`src/rtl/axi_pkg.sv`:
```
// axi_pkg: shared AXI4 widths, encodings and master state enum
package axi_pkg;
  localparam int AXI_ID_W    = 4;
  localparam int AXI_ADDR_W  = 32;
  localparam int AXI_DATA_W  = 32;
  localparam int AXI_LEN_W   = 4;
  localparam int AXI_SIZE_W  = 3;
  localparam int AXI_BURST_W = 2;
  localparam logic [AXI_BURST_W-1:0] BURST_INCR  = 2'b01;
  localparam logic [AXI_SIZE_W-1:0]  SIZE_WORD   = 3'b010;
  localparam logic [1:0]             RESP_OKAY   = 2'b00;
  localparam logic [1:0]             RESP_SLVERR = 2'b10;
  localparam logic [1:0]             RESP_DECERR = 2'b11;
  typedef enum logic [2:0] {ST_IDLE, ST_AR, ST_R, ST_AW, ST_W, ST_B} state_e;
endpackage

```
`src/rtl/axi_read_write_master.sv`:
```
// axi_read_write_master: turns a simple core request into an AXI4 read burst or single-beat write
module axi_read_write_master
  import axi_pkg::*;
#(
  parameter logic [AXI_ID_W-1:0] MASTER_ID = 4'h0,
  parameter int ADDR_W = AXI_ADDR_W,
  parameter int DATA_W = AXI_DATA_W,
  parameter int LEN_W  = AXI_LEN_W
) (
  input  logic                   clk,
  input  logic                   rst,
  input  logic                   core_req,
  input  logic                   core_we,
  input  logic [ADDR_W-1:0]      core_addr,
  input  logic [LEN_W-1:0]       core_len,
  input  logic [DATA_W/8-1:0]    core_wstrb,
  input  logic [DATA_W-1:0]      core_wdata,
  output logic                   core_stall,
  output logic                   core_rvalid,
  output logic [DATA_W-1:0]      core_rdata,
  output logic                   core_done,
  output logic                   core_err,
  output logic [AXI_ID_W-1:0]    arid,
  output logic [ADDR_W-1:0]      araddr,
  output logic [LEN_W-1:0]       arlen,
  output logic [AXI_SIZE_W-1:0]  arsize,
  output logic [AXI_BURST_W-1:0] arburst,
  output logic                   arvalid,
  input  logic                   arready,
  input  logic [AXI_ID_W-1:0]    rid,
  input  logic [DATA_W-1:0]      rdata,
  input  logic [1:0]             rresp,
  input  logic                   rlast,
  input  logic                   rvalid,
  output logic                   rready,
  output logic [AXI_ID_W-1:0]    awid,
  output logic [ADDR_W-1:0]      awaddr,
  output logic [LEN_W-1:0]       awlen,
  output logic [AXI_SIZE_W-1:0]  awsize,
  output logic [AXI_BURST_W-1:0] awburst,
  output logic                   awvalid,
  input  logic                   awready,
  output logic [DATA_W-1:0]      wdata,
  output logic [DATA_W/8-1:0]    wstrb,
  output logic                   wlast,
  output logic                   wvalid,
  input  logic                   wready,
  input  logic [AXI_ID_W-1:0]    bid,
  input  logic [1:0]             bresp,
  input  logic                   bvalid,
  output logic                   bready
);
  state_e               state_q, state_d;
  logic [ADDR_W-1:0]    addr_q, addr_d;
  logic [LEN_W-1:0]     len_q, len_d, cnt_q, cnt_d;
  logic [DATA_W/8-1:0]  wstrb_q, wstrb_d;
  logic [DATA_W-1:0]    wdata_q, wdata_d;
  logic                 err_q, err_d;
  logic                 r_bad;

  // rlast must coincide exactly with the len-th beat; any other pairing is a protocol error
  assign r_bad = (rresp != RESP_OKAY) || (rid != MASTER_ID) || (rlast != (cnt_q == len_q));

  always_comb begin
    state_d     = state_q;
    addr_d      = addr_q;
    len_d       = len_q;
    wstrb_d     = wstrb_q;
    wdata_d     = wdata_q;
    cnt_d       = cnt_q;
    err_d       = err_q;
    core_rvalid = 1'b0;
    core_done   = 1'b0;
    case (state_q)
      ST_IDLE: if (core_req) begin
        addr_d  = core_addr;
        len_d   = core_len;
        wstrb_d = core_wstrb;
        wdata_d = core_wdata;
        err_d   = 1'b0;
        state_d = core_we ? ST_AW : ST_AR;
      end
      ST_AR: state_d = arready ? ST_R : ST_AR;
      ST_R: if (rvalid) begin
        core_rvalid = 1'b1;
        cnt_d       = rlast ? '0 : cnt_q + 1'b1;
        err_d       = err_q | r_bad;
        core_done   = rlast;
        state_d     = rlast ? ST_IDLE : ST_R;
      end
      ST_AW: state_d = awready ? ST_W : ST_AW;
      ST_W:  state_d = wready ? ST_B : ST_W;
      ST_B: if (bvalid) begin
        core_done = 1'b1;
        err_d     = err_q | (bresp != RESP_OKAY) | (bid != MASTER_ID);
        state_d   = ST_IDLE;
      end
      default: state_d = ST_IDLE;
    endcase
  end

  always_ff @(posedge clk or negedge rst) begin
    if (!rst) begin
      state_q <= ST_IDLE;
      addr_q  <= '0;
      len_q   <= '0;
      wstrb_q <= '0;
      wdata_q <= '0;
      cnt_q   <= '0;
      err_q   <= 1'b0;
    end else begin
      state_q <= state_d;
      addr_q  <= addr_d;
      len_q   <= len_d;
      wstrb_q <= wstrb_d;
      wdata_q <= wdata_d;
      cnt_q   <= cnt_d;
      err_q   <= err_d;
    end
  end

  assign core_stall = (state_q != ST_IDLE) | core_req;
  assign core_rdata = rdata;
  assign core_err   = err_q;
  assign arid       = MASTER_ID;
  assign araddr     = addr_q;
  assign arlen      = len_q;
  assign arsize     = SIZE_WORD;
  assign arburst    = BURST_INCR;
  assign arvalid    = state_q == ST_AR;
  assign rready     = state_q == ST_R;
  assign awid       = MASTER_ID;
  assign awaddr     = addr_q;
  assign awlen      = '0;
  assign awsize     = SIZE_WORD;
  assign awburst    = BURST_INCR;
  assign awvalid    = state_q == ST_AW;
  assign wdata      = wdata_q;
  assign wstrb      = wstrb_q;
  assign wlast      = state_q == ST_W;
  assign wvalid     = state_q == ST_W;
  assign bready     = state_q == ST_B;
endmodule

```
`config.mk`:
```
export PLATFORM = sky130hd
export DESIGN_NAME = axi_read_write_master
export DESIGN_NICKNAME = d
export VERILOG_FILES = /design/src/rtl/axi_pkg.sv /design/src/rtl/axi_read_write_master.sv
export SDC_FILE = /design/constraint.sdc
export NUM_CORES = 1
export LEC_CHECK = 0
export BUFFER_PORTS_ARGS = -buffer_cell sky130_fd_sc_hd__buf_2
export CORE_AREA = 2 2 113 115
export CTS_BUF_LIST = sky130_fd_sc_hd__clkbuf_2 sky130_fd_sc_hd__clkbuf_4 sky130_fd_sc_hd__clkbuf_8
export DETAILED_ROUTE_END_ITERATION = 10
export DIE_AREA = 0 0 115 117
export PLACE_DENSITY = 0.73
export SYNTH_ARGS = -nofsm -noshare
export SYNTH_HDL_FRONTEND = slang
export SYNTH_SLANG_ARGS = --single-unit
```
`constraint.sdc`:
```
create_clock -name clk -period 2.3 [get_ports clk]
set_clock_uncertainty 0.2 [all_clocks]
set_input_delay 0 -clock clk [delete_from_list [all_inputs] [get_ports clk]]
set_output_delay 0 -clock clk [all_outputs]
set_load 0.01 [all_outputs]
```
# Yosys cells after proc, flatten, opt, wreduce, memory -nomap -nowiden
# Cells that the tools add are included.
[word_totals]
output_inout_bits = 168
ff_bits = 80
in_bits = 126
word_cells = 54
[classes]
bitwise_logic = 4
eq_ne = 10
reduce_logical = 13
n_mux = 19
add_sub_neg = 1
[ops]
columns = ["cell", "count"]
rows = [
  ["$pmux 3 s6", 1],
  ["$mux 3", 4],
  ["$mux 1", 8],
  ["$reduce_bool 4->1", 2],
  ["$eq 3x2->1 const B", 2],
  ["$eq 3x3->1 const B", 2],
  ["$mux 2", 3],
  ["$ne 2x2->1 const B", 3],
  ["$reduce_bool 3->1", 2],
  ["$add 4x1->4 const B", 1],
  ["$eq 4x4->1", 1],
  ["$mux 4", 1],
  ["$or 1x1->1", 4],
  ["$reduce_and 2->1", 2],
  ["$reduce_and 4->1", 1],
  ["$reduce_bool 2->1", 2],
  ["$eq 3x1->1 const B", 1],
  ["$logic_not 3->1", 1],
  ["$pmux 1 s3", 1],
  ["$reduce_and 3->1", 1],
  ["$logic_or 1x1->1", 2],
  ["$pmux 1 s2", 1],
  ["$ne 1x1->1", 1],
]

# Longest topological paths before layout
[depth]
ltp_word = 6
ltp_mapped = 6
ltp_nobuf = 5

# Least setup slack after synthesis
# OpenSTA, ideal clock, no wires.
[synth_path]
path_type = "register to register"
startpoint = "register state_q[0]"
endpoint = "register addr_q[0] (netlist: araddr[0])"
arrival_time_ns = 1.337
period_less_slack_ns = 1.665
setup_slack_ns = 0.635
stages_incl_launch_ff = 5
path_buffers = 2
required_ns = 1.973
cell_sequence = "dfrtp_1 -> nor4b_1 -> buf_4 -> buf_6 -> mux2_1"
[synth_between]
elab_chain_len = 2
[synth_lines]
columns = ["element", "line_no", "rtl"]
rows = [
  ["from (decl)", "axi_read_write_master.sv:53", "state_e state_q, state_d;"],
  ["from (signal assigned)", "axi_read_write_master.sv:112", "state_q <= state_d;"],
  ["$logic_not 3->1", "axi_read_write_master.sv:74", "case (state_q)"],
  ["$reduce_and 2->1 (no source line)", "--", ""],
  ["to (signal assigned)", "axi_read_write_master.sv:113", "addr_q <= addr_d;"],
  ["to (decl)", "axi_read_write_master.sv:54", "logic [ADDR_W-1:0] addr_q, addr_d;"],
]
# No other way between the ends.
# A chain may end at the register's enable or synchronous reset.

# Worst setup path after layout
[layout_path]
startpoint = "register state_q[2]"
endpoint = "register addr_q[22] (netlist: araddr[22])"
# The elaborated chain is that of the path after synthesis.

==> flow_metrics.env <==
export IMPL_ys_seq_elements=80
export IMPL_met2WireLength_mm=5.92
export IMPL_syn_avg_cell_area_um2=12.6
export IMPL_grt_overflow=0
export IMPL_worst_slew_margin_rel_pct=33.1
export IMPL_numClockSinks=80
export IMPL_n_fill_cell=1060
export IMPL_worstSetupPathType="reg2reg"
export IMPL_drive_above_1_share_pct=40.3
export IMPL_initial_core_util_pct=32.3
export IMPL_ys_warn_count=0
export IMPL_worst_setup_path_end_kind="flip-flop"
export IMPL_die_h_um=117
export IMPL_synthesis_area_um2=3980
export IMPL_clk_path_buf_depth=2
export IMPL_final_setup_worst_slack_ns=0.204
export IMPL_cts_buffers=9
export IMPL_core_rowCount=41
export IMPL_drtIter0Drc=99
export IMPL_antenna_left=0
export IMPL_layout_nets=703
export IMPL_status="finished clean"
export IMPL_cp_max_fo=26
export IMPL_critPathTopFamily="flip-flops"
export IMPL_grt_usage_pct=14.7
export IMPL_io_pins=294
export IMPL_pwr_share_clk_pct=18.2
export IMPL_hp_class="in2async"
export IMPL_crit_required_ns=2.34
export IMPL_cts_setup_buffers=0
export IMPL_worst_pin_slew_ns=1.00
export IMPL_core_area_um2=12300
export IMPL_r2r_slack_ns=0.20
export IMPL_drc=0
export IMPL_ys_types=37
export IMPL_min_period_ns=2.10
export IMPL_slew_violations=0
export IMPL_routed_top_layer="met4"
export IMPL_dieArea_um2=13500
export IMPL_wl_met3_um=708
export IMPL_h_tree_depth=3
export IMPL_grt_pass1_vias=3250
export IMPL_cp_depth=3
export IMPL_seqPwrFrac_pct=36.5
export IMPL_wl_mm=10.5
export IMPL_path_buf_inv=1
export IMPL_fin_tns_setup_ns=0
export IMPL_crit_path_start="state_q[2]"
export IMPL_drv_cap=0
export IMPL_wl_per_cell_um=14.4
export IMPL_setup_violations=0
export IMPL_portBuffers=207
export IMPL_antenna_cells=0
export IMPL_num_vias=3229
export IMPL_globalplace_congestion=0.833
export IMPL_clock_fmax_mhz=477
export IMPL_hpwlAfterDp_mm=6.68
export IMPL_fp_dieW_um=115
export IMPL_hold_viol=0
export IMPL_cts_tree="built"
export IMPL_min_period_over_period_pct=91.1
export IMPL_path_cells="nor4b_2 > buf_4 > mux2_1"
export IMPL_intPower_uw=4460
export IMPL_area_growth_syn_to_layout_pct=50.9
export IMPL_grt_pass1_wl_mm=15.2
export IMPL_r2r_end="araddr[22]"
export IMPL_r2r_start="state_q[2]"
export IMPL_cp_start_kind="flip-flop"
export IMPL_first_pass_iters=5
export IMPL_grt_max_degree=81
export IMPL_critPathSlowestCell="dfrtp_1"
export IMPL_clk_latency_ns=0.37
export IMPL_cp_data_arrival_time_ns=2.14
export IMPL_wl_met1_mm=3.56
export IMPL_rsz0062_at_grt="no"
export IMPL_antenna_found_initial=0
export IMPL_pre_cts_slack_ns=0.219
export IMPL_clkSlewWorstSetupHoldPaths_ns=0.08
export IMPL_pwr_density_cell_nw_per_um2=1180
export IMPL_synthCells=315
export IMPL_power_switching_uw=2650
export IMPL_vdd_ir_drop_max_uv=655
export IMPL_reg2reg_depth=3
export IMPL_root_buffer="clkbuf_8"
export IMPL_p_leak_uw=0.00296
export IMPL_max_stage_delay_ns=0.51
export IMPL_seq_area_frac_synth_pct=50.3
export IMPL_viasPerCell=4.42
export IMPL_comb_power_share_pct=45.3
export IMPL_p_sw_share_pct=37.3
export IMPL_endpoint="araddr[22]"
through the flow:
step / hold WS, ns / power (uW) / util [%] / std cells / instance area, um^2
after floorplan: -0.496 / 4750 / - / 335 / 4060
final: 0.143 / 7110 / 48.8 / 731 / 6010
after CTS: 0.142 / 7150 / 48.8 / 731 / 6010
after global routing: 0.161 / 7600 / 48.8 / 731 / 6010
after global placement: -0.200 / 5470 / 37.1 / 597 / 4570
after detailed placement: -0.200 / 5610 / 37.1 / 597 / 4570
worst min-delay path by stage:
stage	start	endpoint	slack (ns)	cells after the start
global route	core_wdata[29]	wdata[29]	0.16	3
floorplan	rst	araddr[0]	-0.50	0
finish	rst	wdata[31]	0.14	2
global placement	rdata[0]	core_rdata[0]	-0.20	0
detailed placement	rdata[0]	core_rdata[0]	-0.20	0
CTS	core_wdata[13]	wdata[13]	0.14	3
final cells by class:
type	count	area, um^2	share of cell area [%]
clock buffer	10	138	2.29
clock inverter	6	115	1.92
timing repair buffer	329	2260	37.7
tap	150	188	3.12
multi-input combinational	151	1280	21.4
inverter	5	18.8	0.312
sequential	80	2000	33.3
per-layer routing:
metal | vias to the layer above | global-route usage [%]
met4 | 0 | 8.76
met2 | 167 | 27.7
li1 | 1482 | -
met5 | - | 0
met1 | 1554 | 14.5
met3 | 26 | 3.96
power by group through the flow:
stage                     registers [uW]  clock network, uW  logic [uW]
after floorplan                     2880                  0        1870
after global placement              2550                  0        2920
after detailed placement            2610                  0        3000
after CTS                           2590               1340        3220
after global routing                2690               1400        3510
final                               2600               1300        3220
cell usage in the layout (no fill, tap or decap), types with 2 or more instances in the layout:
master | synthesis | final
buf_2 | 3 | 206
dlygate4sd3_1 | 0 | 118
dfrtp_1 | 80 | 80
mux2_1 | 70 | 70
conb_1 | 2 | 22
clkbuf_8 | 0 | 10
nand2_1 | 8 | 8
a21oi_1 | 6 | 6
inv_1 | 5 | 5
nor3_1 | 5 | 5
o21ai_0 | 5 | 5
xor2_1 | 4 | 4
buf_4 | 88 | 4
nor2_1 | 3 | 3
mux2_2 | 3 | 3
bufinv_16 | 0 | 3
nor3b_1 | 2 | 2
mux2i_1 | 2 | 2
a31oi_1 | 2 | 2
sequential cells by signal (all words and copies together), names as in the netlist:
signal    cells
arlen         4
araddr       32
state_q       3
wstrb         4
cnt_q         4
wdata        32
core_err      1
cell usage after synthesis:
| library cell | n | area (um^2) |
|---|---|---|
| a211o_1 | 1 | 8.76 |
| a211oi_1 | 1 | 7.51 |
| a21oi_1 | 6 | 30.0 |
| a22o_1 | 1 | 8.76 |
| a2bb2oi_1 | 1 | 8.76 |
| a31oi_1 | 2 | 12.5 |
| and2_1 | 1 | 6.26 |
| buf_2 | 3 | 15.0 |
| buf_4 | 88 | 661 |
| buf_6 | 7 | 78.8 |
| clkbuf_1 | 1 | 3.75 |
| conb_1 | 2 | 7.51 |
| dfrtp_1 | 80 | 2000 |
| ha_1 | 1 | 12.5 |
| inv_1 | 5 | 18.8 |
| mux2_1 | 70 | 788 |
| mux2_2 | 3 | 33.8 |
| mux2i_1 | 2 | 20.0 |
| nand2_1 | 8 | 30.0 |
| nand2b_1 | 1 | 6.26 |
| nand3_1 | 1 | 5.00 |
| nand4bb_1 | 1 | 11.3 |
| nor2_1 | 3 | 11.3 |
| nor2b_1 | 1 | 6.26 |
| nor3_1 | 5 | 25.0 |
| nor3b_1 | 2 | 15.0 |
| nor4_1 | 1 | 6.26 |
| nor4_2 | 1 | 12.5 |
| nor4_4 | 1 | 21.3 |
| nor4b_1 | 1 | 8.76 |
| o21ai_0 | 5 | 25.0 |
| o21ai_1 | 1 | 5.00 |
| o22ai_1 | 1 | 6.26 |
| o32ai_1 | 1 | 8.76 |
| or4_1 | 1 | 7.51 |
| or4_4 | 1 | 11.3 |
| xor2_1 | 4 | 35.0 |
cells by family after synthesis:
kind of cell    Yosys count  share of synthesized area, %
mux                      75                          21.2
compound gates           20                          3.05
flops                    80                          50.3
simple gates             29                          4.62
xor+xnor                  4                         0.880
buf+inv                 104                          19.5
fa+ha+maj                 1                         0.314
other cells               2                         0.189
repair_timing:
| action | in CTS | in global routing |
|---|---|---|
| resized for setup | 0 | 0 |
| hold endpoints to repair | 192 | 0 |
| hold buffers | 118 | 0 |
No activity file was read; power rests on OpenSTA's default activity.
